### config.mk
export PLATFORM = sky130hd
export DESIGN_NAME = bcd_serial_subtractor
export DESIGN_NICKNAME = d
export VERILOG_FILES = /design/src/rtl/bcd_serial_subtractor.sv
export SDC_FILE = /design/constraint.sdc
export NUM_CORES = 1
export LEC_CHECK = 0
export CORE_ASPECT_RATIO = 0.9
export CORE_UTILIZATION = 56
export CTS_CLUSTER_DIAMETER = 100
export DETAILED_ROUTE_END_ITERATION = 8
export PLACE_DENSITY = 0.93
export SYNTH_ARGS = -nofsm -noshare
export SYNTH_HDL_FRONTEND = slang
export SYNTH_SLANG_ARGS = --single-unit
### constraint.sdc
create_clock -name clk -period 8.46 [get_ports clk]
set_input_delay 0.846 -clock clk [delete_from_list [all_inputs] [get_ports clk]]
set_output_delay 0.846 -clock clk [all_outputs]
set_load 0.005 [all_outputs]
### src/rtl/bcd_serial_subtractor.sv
// Digit-serial packed-BCD subtractor (diff = a - b), one digit per clock, LSD first.
// Optional sign-magnitude result: define BCD_SUB_SIGN_MAG_EN to add the NEG pass.
//
// state   | meaning
// --------+-----------------------------------------------------------
// IDLE    | waiting for start
// SUB     | subtracting digit cnt of a - b, borrow rippling upward
// NEG     | (BCD_SUB_SIGN_MAG_EN) rewriting diff as 0 - diff for |a - b|
// DONE    | one-cycle done pulse; start here chains the next operation
module bcd_serial_subtractor #(
  parameter int DIGITS = 4
) (
  input  logic                clk,
  input  logic                rst_n,
  input  logic                start,
  input  logic [4*DIGITS-1:0] a,
  input  logic [4*DIGITS-1:0] b,
  output logic                busy,
  output logic                done,
  output logic [4*DIGITS-1:0] diff,
  output logic                borrow,
  output logic                err
);

  localparam int W     = 4 * DIGITS;
  localparam int CNT_W = (DIGITS > 1) ? $clog2(DIGITS) : 1;
  localparam logic [CNT_W-1:0] LAST_DIGIT = CNT_W'(DIGITS - 1);

`ifdef BCD_SUB_SIGN_MAG_EN
  typedef enum logic [1:0] {
    ST_IDLE = 2'd0,
    ST_SUB  = 2'd1,
    ST_NEG  = 2'd2,
    ST_DONE = 2'd3
  } state_t;
`else
  typedef enum logic [1:0] {
    ST_IDLE = 2'd0,
    ST_SUB  = 2'd1,
    ST_DONE = 2'd3
  } state_t;
`endif

  state_t           state_q, state_d;
  logic [W-1:0]     a_q, a_d;
  logic [W-1:0]     b_q, b_d;
  logic [W-1:0]     diff_q, diff_d;
  logic [CNT_W-1:0] cnt_q, cnt_d;
  logic             brw_q, brw_d;
  logic             borrow_q, borrow_d;
  logic             err_q, err_d;
  logic             busy_q, busy_d;
  logic             done_q, done_d;

  logic [3:0]       a_dig, b_dig, old_dig;
  logic [3:0]       min_dig, sub_dig, res_dig;
  logic [4:0]       t;
  logic             brw_nxt;

  function automatic logic has_bad_nibble(input logic [W-1:0] v);
    logic bad;
    bad = 1'b0;
    for (int i = 0; i < DIGITS; i++) begin
      if (v[4*i +: 4] > 4'd9) bad = 1'b1;
    end
    return bad;
  endfunction

  always_comb begin
    a_dig   = 4'd0;
    b_dig   = 4'd0;
    old_dig = 4'd0;
    for (int i = 0; i < DIGITS; i++) begin
      if (cnt_q == CNT_W'(i)) begin
        a_dig   = a_q[4*i +: 4];
        b_dig   = b_q[4*i +: 4];
        old_dig = diff_q[4*i +: 4];
      end
    end

    // NEG reuses the digit datapath as 0 - diff
`ifdef BCD_SUB_SIGN_MAG_EN
    if (state_q == ST_NEG) begin
      min_dig = 4'd0;
      sub_dig = old_dig;
    end else begin
      min_dig = a_dig;
      sub_dig = b_dig;
    end
`else
    min_dig = a_dig;
    sub_dig = b_dig;
`endif

    t = {1'b0, min_dig} - {1'b0, sub_dig} - {4'b0000, brw_q};
    if (t[4]) begin
      res_dig = t[3:0] + 4'd10;
      brw_nxt = 1'b1;
    end else begin
      res_dig = t[3:0];
      brw_nxt = 1'b0;
    end
  end

  always_comb begin
    state_d  = state_q;
    a_d      = a_q;
    b_d      = b_q;
    diff_d   = diff_q;
    cnt_d    = cnt_q;
    brw_d    = brw_q;
    borrow_d = borrow_q;
    err_d    = err_q;
    busy_d   = 1'b0;
    done_d   = 1'b0;

    case (state_q)
      ST_IDLE, ST_DONE: begin
        state_d = ST_IDLE;
        if (start) begin
          a_d      = a;
          b_d      = b;
          diff_d   = '0;
          cnt_d    = '0;
          brw_d    = 1'b0;
          borrow_d = 1'b0;
          err_d    = 1'b0;
          if (has_bad_nibble(a) || has_bad_nibble(b)) begin
            err_d   = 1'b1;
            state_d = ST_DONE;
            done_d  = 1'b1;
          end else begin
            state_d = ST_SUB;
            busy_d  = 1'b1;
          end
        end
      end

      ST_SUB: begin
        busy_d = 1'b1;
        for (int i = 0; i < DIGITS; i++) begin
          if (cnt_q == CNT_W'(i)) diff_d[4*i +: 4] = res_dig;
        end
        brw_d = brw_nxt;
        cnt_d = cnt_q + CNT_W'(1);
        if (cnt_q == LAST_DIGIT) begin
          cnt_d    = '0;
          borrow_d = brw_nxt;
`ifdef BCD_SUB_SIGN_MAG_EN
          if (brw_nxt) begin
            state_d = ST_NEG;
            brw_d   = 1'b0;
          end else begin
            state_d = ST_DONE;
            busy_d  = 1'b0;
            done_d  = 1'b1;
          end
`else
          state_d = ST_DONE;
          busy_d  = 1'b0;
          done_d  = 1'b1;
`endif
        end
      end

`ifdef BCD_SUB_SIGN_MAG_EN
      ST_NEG: begin
        busy_d = 1'b1;
        for (int i = 0; i < DIGITS; i++) begin
          if (cnt_q == CNT_W'(i)) diff_d[4*i +: 4] = res_dig;
        end
        brw_d = brw_nxt;
        cnt_d = cnt_q + CNT_W'(1);
        if (cnt_q == LAST_DIGIT) begin
          cnt_d   = '0;
          brw_d   = 1'b0;
          state_d = ST_DONE;
          busy_d  = 1'b0;
          done_d  = 1'b1;
        end
      end
`endif

      default: state_d = ST_IDLE;
    endcase
  end

  always_ff @(posedge clk) begin
    if (!rst_n) begin
      state_q  <= ST_IDLE;
      a_q      <= '0;
      b_q      <= '0;
      diff_q   <= '0;
      cnt_q    <= '0;
      brw_q    <= 1'b0;
      borrow_q <= 1'b0;
      err_q    <= 1'b0;
      busy_q   <= 1'b0;
      done_q   <= 1'b0;
    end else begin
      state_q  <= state_d;
      a_q      <= a_d;
      b_q      <= b_d;
      diff_q   <= diff_d;
      cnt_q    <= cnt_d;
      brw_q    <= brw_d;
      borrow_q <= borrow_d;
      err_q    <= err_d;
      busy_q   <= busy_d;
      done_q   <= done_d;
    end
  end

  assign busy   = busy_q;
  assign done   = done_q;
  assign diff   = diff_q;
  assign borrow = borrow_q;
  assign err    = err_q;

endmodule

* Word level (Yosys, flattened, before mapping)
Cells that the tools add are included.
** Word-level totals
- Register bits :: 57
- Input port bits :: 35
** Cells by class
- Add/sub/neg operators :: 4
- $lt $le $gt $ge :: 8
- Reductions and logical operators :: 11
- Eq/ne operators :: 10
- Mux-type cells :: 47
** Operators by type and width (count)
- two-way mux 4 bit :: 13
- > comparator 4 bit, second input constant :: 8
- case mux 16 bit (2 select lines) :: 1
- two-way mux 1 bit :: 21
- two-way mux 16 bit :: 1
- AND reduction 3 bit :: 4
- two-way mux 2 bit :: 5
- inequality test 2 bit, second input constant :: 5
- case mux 1 bit (2 select lines) :: 4
- case mux 2 bit (2 select lines) :: 2
- == test 2 bit, second input constant :: 3
- subtractor 4 x 4 -> 5 bit :: 1
- subtractor 5 x 1 -> 5 bit :: 1
- adder 4 bit, second input constant :: 1
- == test 2 x 1 -> 1 bit, second input constant :: 2
- zero test 2 bit :: 2
- AND reduction 2 bit :: 2
- adder 2 x 1 -> 2 bit, second input constant :: 1
- nonzero test 2 bit :: 1
- OR reduction 2 bit :: 1
- logical OR 1 bit :: 1

* Logic depth before layout (Yosys ltp)
- Depth in word-level cells :: 11
- Depth in mapped cells :: 20
- Gate-level depth less buffers :: 18

* Least setup slack after synthesis
No wires, ideal clock.
- Path kind :: reg2reg
- Start point :: register cnt_q[1]
- End point :: register diff_q[3] (netlist: diff[3])
- Path buffers :: 2
- Data arrival time :: 3.218 ns
- Clock period less this slack :: 3.337 ns
- Data required time :: 8.340 ns
- Setup slack :: 5.123 ns
- Cell stages (with the launch flop) :: 20
- Cells stage by stage :: dfxtp_1 -> inv_1 -> ha_1 -> buf_6 -> clkbuf_1 -> nand3b_1 -> a21oi_1 -> a21oi_1 -> o21ai_0 -> fa_1 -> inv_1 -> fa_1 -> nand2b_1 -> nand2_1 -> ha_1 -> nor4bb_1 -> a31oi_1 -> o211ai_2 -> xor2_2 -> o21ai_2
** On the way
- Longest elaborated chain between the ends :: 11
- Elaborated cells between the ends (all ways) :: 20
- Classes of those cells :: add/sub (3); eq/ne (4); mux (11); reduce/logical (2)
** Ends and longest elaborated chain
- from (decl) :: line 48 : logic [CNT_W-1:0] cnt_q, cnt_d;
- from (signal assigned) :: line 205 : cnt_q <= cnt_d;
- zero test 2 bit :: line 74, 142
- two-way mux 4 bit (4 in a row) :: line 74 : if (cnt_q == CNT_W'(i)) begin
- subtractor 4 x 4 -> 5 bit :: line 95 : t = {1'b0, min_dig} - {1'b0, sub_dig} - {4'b0000, brw_q};
- subtractor 5 x 1 -> 5 bit :: line 95
- adder 4 bit :: line 97 : res_dig = t[3:0] + 4'd10;
- two-way mux 4 bit :: line 96 : if (t[4]) begin
- two-way mux 4 bit :: line 142 : if (cnt_q == CNT_W'(i)) diff_d[4*i +: 4] = res_dig;
- case mux 16 bit (2 select lines) :: line 117 : case (state_q)
- to (signal assigned) :: line 204 : diff_q <= diff_d;
- to (decl) :: line 47 : logic [W-1:0] diff_q, diff_d;
Several ways; a longest one is shown, not always the timed one. The select of a mux whose other input is x is not followed.
A chain may end at the register's enable or synchronous reset.

* Worst setup path after layout
- Start point :: register cnt_q[1]
- End point :: register diff_q[15] (netlist: diff[15])
** On the way
- Longest elaborated chain between the ends :: 11
- Elaborated cells between the ends (all ways) :: 20
- Classes of those cells :: add/sub (3); eq/ne (4); mux (11); reduce/logical (2)
** Ends and longest elaborated chain (line)
- zero test 2 bit :: 74
- two-way mux 4 bit (4 in a row) :: 74
- subtractor 4 x 4 -> 5 bit :: 95
- subtractor 5 x 1 -> 5 bit :: 95
- adder 4 bit :: 97
- two-way mux 4 bit :: 96
- two-way mux 4 bit :: 142
- case mux 16 bit (2 select lines) :: 117
Several ways; a longest one is shown, not always the timed one. The select of a mux whose other input is x is not followed.

==> impl_metrics.py <==
metrics = {
    "cts": {
        "cts_setup_buffers": 0,
        "clk_pin_slew_worst_paths_ps": 60,
        "h-tree-depth": 3,
        "clock_sinks": 57,
        "insertion_delay_ps": 340,
        "numCtsBuffers": 9,
        "hold_buffers": 0,
        "cts_tree": "yes",
        "cts_root_buffer": "clkbuf_8",
        "ctsResizeCount": 0,
        "cts_buffer_depth": 2,
    },
    "detailed_routing": {
        "wl_per_cell_um": 13.7,
        "vias": 2558,
        "first_pass_iters": 4,
        "drt_wl_total_um": 6430,
        "dr.first_iter.drc_count": 149,
        "vias_per_cell": 5.47,
        "drtAntennaViolNets": 0,
        "drc": 0,
    },
    "power_and_ir_drop": {
        "pwr_density_cell_nw_per_um2": 204,
        "ir_worst_vdd_mv": 0.126,
        "finalPower_mw": 0.726,
        "leakage_nw": 1.29,
    },
    "sta": {
        "fin_crit_sh_pct": 43.1,
        "final-setup-viol-count": 0,
        "rsz0062_at_grt": "false",
        "worst_pin_slew_ps": 1170,
        "fin_crit_ps": 3650,
        "fin_setup_tns_ps": 0,
        "finalClockSkew_ps": 10.4,
        "timing.fmax_mhz": 274,
        "hold_viol": 0,
        "slew_viol_final": 0,
        "maxSlewHeadroom_pct": 22.3,
    },
    "synthesis": {
        "syn_area_per_cell_um2": 8.08,
        "synthSimpleGateAreaFrac_pct": 23.4,
        "synthAdderAreaFrac_pct": 6.21,
        "ys.flop_type": "dfxtp_1",
        "syn_inst": 354,
        "yosys.area_share.xor_xnor_pct": 1.44,
        "synth_seq_area_share_pct": 39.9,
        "synth_top_family_by_area": "compound AO/OA/AOI/OAI gates",
        "ys_types": 47,
        "async_flop_share_pct": 0,
        "ys_seq_elements": 57,
        "synth_edf_count": 0,
        "synthMuxAreaShare_pct": 0.744,
        "postSynthNetCount": 402,
        "synth_area_um2": 2860,
        "synth-compound-area-share_pct": 23.5,
        "ys.warnings.count": 0,
    },
    "floorplanning": {
        "initial_core_util_pct": 58.8,
        "core_um2": 4860,
        "rows": 24,
        "die_y_um": 69.8,
        "die_area_um2": 5400,
        "dieWidth_um": 77.3,
        "ioPinCount": 55,
    },
    "critical_path": {
        "critPathMaxFanout": 19,
        "endpoint_kind": "flop",
        "arrival_ps": 3870,
        "crit_start": "cnt_q[1]",
        "startpoint_type": "flop",
        "worst-endpoint-required_ps": 8680,
        "critical_path_class": "reg -> reg",
        "r2r_start": "cnt_q[1]",
    },
    "finish": {
        "layout-drive-gt1-share_pct": 6.70,
        "nets": 446,
        "fillerInstances": 377,
        "antenna_cells": 0,
        "synthToLayoutAreaGrowth_pct": 24.6,
    },
    "run_status": {
        "outcome": "complete, no violations",
    },
    "global_routing": {
        "grt_max_degree": 61,
        "antenna_found_initial": 0,
        "grt-ovfl-total": 0,
        "grt_pass1_vias": 2387,
        "grt_usage_pct": 26.1,
        "grt_pass1_wl_um": 10900,
    },
    "min_path": {
        "hold_path.startpoint": "a_q[6]",
        "min_path_type": "reg -> reg",
    },
    "placed_design": {
        "numPortBuffers": 54,
        "hpwl_um": 4680,
        "gp_congestion": 0.811,
    },
    "flow_run": {
        "maxCapViolations": 0,
    },
}
==> final timing paths <==
check / endpoint / slack (ps) / depth (start not counted)
max: diff[15] / 4810 / 18
min: a_q[6] / 450 / 2
max reg2reg: diff[15] / 4810 / 18
min reg2reg: a_q[6] / 450 / 2
==> worst max-delay path: stages, from the launching register on <==
cell and delay [ps]:
dfxtp_1 330, inv_1 90, ha_1 500, nand3b_1 190
a21oi_1 70, a21oi_1 140, nor2_1 50, a21oi_1 180
fa_1 190, inv_1 70, fa_1 420, nand2b_1 220
nand2_1 90, ha_1 190, nor4bb_1 60, a31oi_1 210
o211ai_2 150, xor2_2 270, o21ai_1 90
==> cell families (layout without fill, tap and decap cells) <==
logic type | Yosys count | count (layout)
buf+inv | 32 | 81
flops | 57 | 57
simple gates | 143 | 143
compound gates | 104 | 104
fa+ha+maj | 13 | 13
xor+xnor | 3 | 3
mux | 2 | 2
==> where the power goes <==
part / leakage [nW] / internal [mW] / switching, mW
clock network: 0.0867 / 0.122 / 0.104
logic: 0.736 / 0.0832 / 0.117
registers: 0.465 / 0.288 / 0.0120
==> registers in the layout, indices dropped and copies added, names as in the netlist <==
register and count:
borrow 1, b_q 16, diff 16, a_q 16, busy 1, done 1, err 1, cnt_q 2
state_q 2, brw_q 1
==> per-layer routing <==
| layer | track usage, % | part of all wire (%) |
|---|---|---|
| met2 | 45.3 | 49 |
| met4 | 7.97 | 1.0 |
| met3 | 8.16 | 4.4 |
| met5 | 0 | 0 |
| met1 | 30.5 | 45 |
==> layout make-up <==
type,instances,area [um2],area share (%)
Timing Repair Buffer,55,548,15.4
Tap cell,65,81.3,2.28
Clock inverter,2,12.5,0.351
Sequential cell,57,1140,32.0
Multi-Input combinational cell,265,1580,44.3
Clock buffer,14,163,4.56
Inverter,10,37.5,1.05
==> Yosys cell counts (2+ instances only) <==
| cell | number | area share (%) |
|---|---|---|
| nor2_1 | 11 | 1.4 |
| o21ai_0 | 13 | 2.3 |
| o21a_1 | 2 | 0.52 |
| a22oi_1 | 5 | 1.3 |
| nand2_1 | 84 | 11 |
| a21oi_1 | 22 | 3.8 |
| dfxtp_1 | 57 | 40 |
| and2_1 | 5 | 1.1 |
| nand2b_1 | 4 | 0.87 |
| nand4_1 | 3 | 0.66 |
| a21boi_1 | 10 | 2.6 |
| nor2b_1 | 5 | 1.1 |
| o21ai_1 | 16 | 2.8 |
| a21oi_2 | 2 | 0.61 |
| nand3b_1 | 8 | 2.1 |
| fa_1 | 2 | 1.4 |
| ha_1 | 11 | 4.8 |
| nor3_1 | 2 | 0.35 |
| o31ai_1 | 2 | 0.52 |
| nand3_1 | 16 | 2.8 |
| clkbuf_1 | 13 | 1.7 |
| buf_2 | 6 | 1.0 |
| a21boi_0 | 23 | 6.0 |
| inv_1 | 9 | 1.2 |
==> stage by stage <==
stage                     worst slack (ps)  util (%)  hold slack, ps  cell area (um2)  instances
after floorplan                       5120         -             435             2860        354
after global placement                5060      69.7             442             3390        452
after detailed placement              4850      69.7             445             3390        452
after CTS                             4840      73.3             453             3560        468
after global routing                  4450      73.3             476             3560        468
final                                 4810      73.3             452             3560        468
==> cell usage in the layout (no fill, tap or decap), types with 4 or more instances in the layout <==
cell type,n
nand3_1,16
nand2b_1,4
a22oi_1,5
a21boi_0,23
o21ai_0,13
nand3b_1,8
dfxtp_1,57
and2_1,5
nor2b_1,5
ha_1,11
a21oi_1,22
nand2_1,84
a21boi_1,10
inv_1,9
o21ai_1,16
nor2_1,11
clkbuf_8,11
clkdlybuf4s50_1,54
No activity file was read; power rests on OpenSTA's default activity.
==> RTL edit 1, RTL diff (same flow settings) <==
Set the parameter `DIGITS` to 8 (it was 4).
--- a/src/rtl/bcd_serial_subtractor.sv
+++ b/src/rtl/bcd_serial_subtractor.sv
@@ -9,5 +9,5 @@
 // DONE    | one-cycle done pulse; start here chains the next operation
 module bcd_serial_subtractor #(
-  parameter int DIGITS = 4
+  parameter int DIGITS = 8
 ) (
   input  logic                clk,
Interface: changed (resized a, b and diff); port bits go from 55 to 103. The function was not compared with the original's and may differ.
==> RTL edit 1 against the original RTL <==
Fmax is 35% lower. Routed wire length increased by 120%. Sequential cell count is 49 higher. Sequential power rose by 96%. Worst setup slack worse by 1.9 ns. Total power increased by 79%. Final area grew 79%. First-iteration DRC count grew to 2.8 times the old value. Area after synthesis up 82%. Worst hold slack improved by 0.020 ns. Count of clock-buffer cells in the layout fell by 2.
==> RTL edit 1: results (changes against the original RTL) <==
Logic synthesis
  – Post-synth cell types: 48 (was 47)
  – Primary FF master, synth: dfxtp_1 (unchanged)
  – Synth top area cells: dfxtp_1, nand2_1, a21boi_0 (unchanged)
  – Ys Warns: 0 (unchanged)
  – Top post-synthesis cells by count: nand2_1, dfxtp_1, a21boi_0, o21ai_0, clkbuf_1 (was nand2_1, dfxtp_1, a21boi_0, a21oi_1)
  – Syn nets: 733 (was 402)
  – Sequential cell area fraction in the yosys report: 40.8% (was 39.9%)
  – Asr flop ratio synth: 0% (unchanged)
  – Avg Inst Size Synth: 7.98 sq um (was 8.08 sq um)

Pwr
  – Lkg Pwr: 2.32 nW (was 1.29 nW)
  – Max IR drop VDD: 0.117 mV (was 0.126 mV)
  – Sw Ratio: 33.6% (was 32.0%)

Run status
  – Status: finished clean (unchanged)

Worst setup path
  – CP arrival: 5.79 ns (was 3.87 ns)
  – CP Max Fanout: 40 (was 19)
  – Cells on worst reg2reg path: 16 (was 18)

Finish
  – Share of layout cells above drive strength 1: 3.17% (was 6.70%)
  – N_diodes: 0 (unchanged)
  – Final net count: 802 (was 446)
  – Fillers: 648 (was 377)

Global route
  – Initial antenna violation count: 0 (unchanged)
  – GRT Overall Usage: 29.9% (was 26.1%)
  – First-pass GRT wire length: 23100 um (was 10900 um)
  – Largest net degree at the start of global routing: 109 (was 61)
  – Vias in the first global route: 4849 (was 2387)
  – Met3 usage: 8.01% (was 8.16%)
  – Met2 usage in global routing: 51.2% (was 45.3%)
  – GR Util met1: 36.2% (was 30.5%)

Route
  – Number of iterations in the first detailed-routing pass: 5 (was 4)
  – Vias per cell: 5.86 (was 5.47)
  – Vias: 4946 (was 2558)
  – Avg WL per Cell: 16.4 um (was 13.7 um)
  – Drt initial violations: 423 (was 149)

Timing
  – Setup Skew: 0.00928 ns (was 0.0104 ns)
  – Final setup viols: 0 (unchanged)
  – Rel. slew slack: 17.3% (was 22.3%)

CTS
  – Worst-Skew Late Latency: 0.37 ns (was 0.34 ns)
  – Post-CTS setup buffers: 0 (unchanged)
  – CTS clk-pin slew, worst paths: 0.10 ns (was 0.06 ns)
  – Clk buf depth: 2 (unchanged)
  – CTS Buf Count: 9 (unchanged)
  – Root Buffer: clkbuf_8 (unchanged)
  – # H-tree levels: 3 (unchanged)

Min path
  – WHS Path Cells: 2 (unchanged)
  – Hold Crit Class: reg2reg (unchanged)

Place
  – Placed Instances: 828 (was 452)
  – IO Port Bufs: 102 (was 54)
  – GPL Wtd Cong: 0.866 (was 0.811)
  – Hpwl dp: 9980 um (was 4680 um)
[RTL edit 1: logic make-up (layout without fill, tap and decap cells)]
family          after synthesis  in the layout  share of synthesized area (%)
mux                           8              8                           1.54
xor+xnor                      3              3                          0.795
fa+ha+maj                    15             15                           3.90
flops                       106            106                           40.8
compound gates              197            197                           26.2
simple gates                267            267                           22.6
buf+inv                      55            129                           4.07
[RTL edit 1: critical path, stage by stage (launching register included)]
cell	delay [ns]
dfxtp_1	0.42
ha_1	0.98
o21ai_0	0.33
a21o_1	0.28
o31a_1	0.30
o311ai_1	0.28
o21ai_0	0.18
fa_1	0.39
inv_1	0.12
fa_1	0.23
xor2_1	0.28
ha_1	0.28
nor3b_1	0.07
o21ai_1	0.18
o211a_1	0.22
mux2i_1	0.63
a41oi_1	0.23
[RTL edit 1: final timing paths]
path	startpoint	endpoint	slack, ns
worst min-delay path	a_q[27]	a_q[27]	0.47
worst min register to register	a_q[27]	a_q[27]	0.47
worst max register to register	cnt_q[0]	diff[15]	2.88
worst max-delay path	cnt_q[0]	diff[15]	2.88
[RTL edit 1: area by class of cell]
class	instances	area, sq um	share of cell area (%)
Tap cell	119	149	2.33
Sequential cell	106	2120	33.2
Clock buffer	12	165	2.58
Inverter	10	37.5	0.587
Clock inverter	4	33.8	0.528
Multi-Input combinational cell	490	2870	44.8
Timing Repair Buffer	103	1020	16.0
[RTL edit 1: power by group through the flow]
stage          Combinational, W  Clock (W)  Sequential [W]
6_report               0.000401   0.000309        0.000587
5_1_grt                0.000438   0.000331        0.000592
4_1_cts                0.000395   0.000311        0.000586
3_5_place_dp           0.000394          0        0.000596
3_3_place_gp           0.000371          0        0.000596
2_1_floorplan          0.000252          0        0.000588
[RTL edit 1: per-stage QoR]
step,instance area (sq um),total power (W),util [%],setup slack [ns]
2_1_floorplan,5190,0.000840,-,4.37
4_1_cts,6400,0.00129,72.9,3.07
6_report,6400,0.00130,72.9,2.88
3_5_place_dp,6200,0.000991,70.7,3.08
3_3_place_gp,6200,0.000967,70.7,3.61
5_1_grt,6400,0.00136,72.9,2.53
[RTL edit 1: metal layers]
| layer | routed length, um | up-vias | part of all wire [%] |
|---|---|---|---|
| met1 | 5750 | 2310 | 41 |
| met4 | 274 | 0 | 2.0 |
| li1 | - | 2384 | - |
| met5 | 0 | - | 0 |
| met3 | 1190 | 29 | 8.6 |
| met2 | 6670 | 223 | 48 |
==> RTL edit 2, RTL diff (same settings) <==
Without the edit above. Encoding of `state_t`: now one-hot (3 bits for 3 states).
--- a/src/rtl/bcd_serial_subtractor.sv
+++ b/src/rtl/bcd_serial_subtractor.sv
@@ -35,8 +35,8 @@
   } state_t;
 `else
-  typedef enum logic [1:0] {
-    ST_IDLE = 2'd0,
-    ST_SUB  = 2'd1,
-    ST_DONE = 2'd3
+  typedef enum logic [2:0] {
+    ST_IDLE = 3'b001,
+    ST_SUB  = 3'b010,
+    ST_DONE = 3'b100
   } state_t;
 `endif
Behaviour: same outputs for any inputs over 10 cycles, from zero or initial values and one cycle with rst_n low; not proved beyond that.
==> RTL edit 2 against the original RTL <==
Sequential power fell by 2%. Critical path depth fell by 2. Routed wire length up 3.6%. Final area fell by 0.18%. First-iteration DRC count rose by 40%. Global-route usage grew 1.7 points. Total power fell by 8.2%. Highest routed layer unchanged. Clock skew shrank 0.0034 ns. Die area fell by 0.52%. Area after synthesis decreased by 0.52%. Sequential cell count rose by 1. Worst setup slack lost 0.068 ns.
==> RTL edit 2: results (changes against the original RTL) <==
Global route
  – First-pass GRT wire length: 11500 um (was 10900 um)
  – Vias in the first global route: 2500 (was 2387)
  – GRT Overall Usage: 27.8% (was 26.1%)

Place
  – Placement Setup Slack: 4.81 ns (was 4.85 ns)
  – Area of placed instances: 3360 sq um (was 3390 sq um)
  – GPL Wtd Cong: 0.863 (was 0.811)
  – Placed Instances: 442 (was 452)
  – Hpwl dp: 4760 um (was 4680 um)

Route
  – Vias per cell: 5.56 (was 5.47)
  – Avg WL per Cell: 14.5 um (was 13.7 um)
  – Drt initial violations: 209 (was 149)

CTS
  – CTS clk-pin slew, worst paths: 0.06 ns (about the same)
  – Root Buffer: clkbuf_8 (unchanged)

Logic synthesis
  – Ys Warns: 0 (unchanged)
  – Syn nets: 388 (was 402)
  – Post-synthesis adder-cell area fraction: 5.36% (was 6.21%)
  – Top-area cell type share of the netlist area: 40.8% (was 39.9%)
  – Post-synth cell types: 44 (was 47)
  – Sequential cell area fraction in the yosys report: 40.8% (was 39.9%)
  – Synth top area cells: dfxtp_1, nand2_1, a21boi_1 (was dfxtp_1, nand2_1, a21boi_0)
  – Post-synthesis xor/xnor area fraction: 1.50% (was 1.44%)
  – Mux cell area share after synthesis: 1.23% (was 0.744%)
  – Syn Inst Count: 342 (was 354)
  – Top post-synthesis cells by count: nand2_1, dfxtp_1, a21boi_1, a21oi_1, o21ai_0 (was nand2_1, dfxtp_1, a21boi_0, a21oi_1)
  – Compound-Gate Fraction of Synth Area: 23.9% (was 23.5%)

Pwr
  – Max IR drop VDD: 0.103 mV (was 0.126 mV)
  – Lkg Pwr: 1.32 nW (was 1.29 nW)

Timing
  – Rel. slew slack: 47.8% (was 22.3%)
  – Setup Skew: 0.00691 ns (was 0.0104 ns)
  – Hold_ws: 0.454 ns (was 0.452 ns)

Worst setup path
  – Worst path max stage delay: 0.42 ns (was 0.50 ns)
  – FF-to-FF End: diff[3] (was diff[15])
  – R2r setup slk: 4.75 ns (was 4.81 ns)
  – CP arrival: 3.93 ns (was 3.87 ns)
  – CP Max Fanout: 18 (was 19)
  – Critical-path top delay cell: fa_1 (was ha_1)
  – Cells on worst reg2reg path: 16 (was 18)

Finish
  – Share of layout cells above drive strength 1: 6.62% (was 6.70%)
  – Final net count: 434 (was 446)
  – Final Instance Count excl. Fillers: 458 (was 468)
  – Fillers: 367 (was 377)

Min path
  – Hold Crit Class: reg2reg (unchanged)
  – Hold path start: b_q[14] (was a_q[6])
  – WHS Endpoint: b_q[14] (was a_q[6])

Run status
  – Status: finished clean (unchanged)
-- RTL edit 2: cell types whose count changed after synthesis, sizes merged, moves of 2 or more --
cell	delta
ha	-2
a22oi	-5
a32o	+2
a21boi	+4
inv	-3
a21oi	+3
nand3	-3
o31ai	+2
nand2b	-3
o21ai	-8
nor2b	-3
-- RTL edit 2: layout make-up --
cell class,count,area (sq um),share of cell area (%)
clock buffers,14,163,4.57
clock inverters,2,35.0,0.985
inverters,7,26.3,0.739
multi-input cells,255,1530,42.9
flip-flops and latches,58,1160,32.6
well taps,65,81.3,2.29
repair buffers,57,563,15.8
-- RTL edit 2: report_power, final --
part	internal, W	switching [W]	leakage, nW
Combinational	0.0000512	0.0000635	0.745
Clock	0.000152	0.000105	0.101
Sequential	0.000286	0.00000816	0.473
Total	0.000489	0.000177	1.32
-- RTL edit 2: worst max-delay path by stage --
stage	startpoint	endpoint	slack (ns)
6_report	cnt_q[1]	diff[3]	4.75
3_3_place_gp	cnt_q[1]	diff[3]	5.01
4_1_cts	cnt_q[1]	diff[3]	4.79
2_1_floorplan	cnt_q[1]	diff[3]	5.12
3_5_place_dp	cnt_q[1]	diff[3]	4.81
5_1_grt	cnt_q[1]	diff[7]	4.43
-- RTL edit 2: routing by layer --
layer / vias to the layer above / wire length, um / GRT usage [%]
li1: 1263 / - / -
met4: 0 / 180 / 15.7
met5: - / 0 / 0
met3: 21 / 437 / 8.16
met2: 97 / 3190 / 44.2
met1: 1166 / 2860 / 33.4
-- RTL edit 2: worst max-delay path, delay by kind of cell, from the launching register on --
kind	cells	cell delay (ns)
AO/OA/AOI/OAI	6	0.76
adder cells (fa/ha/maj)	4	1.25
AND/OR/NAND/NOR	2	0.52
XOR/XNOR	2	0.53
buffers and inverters	2	0.15
flip-flops	1	0.39
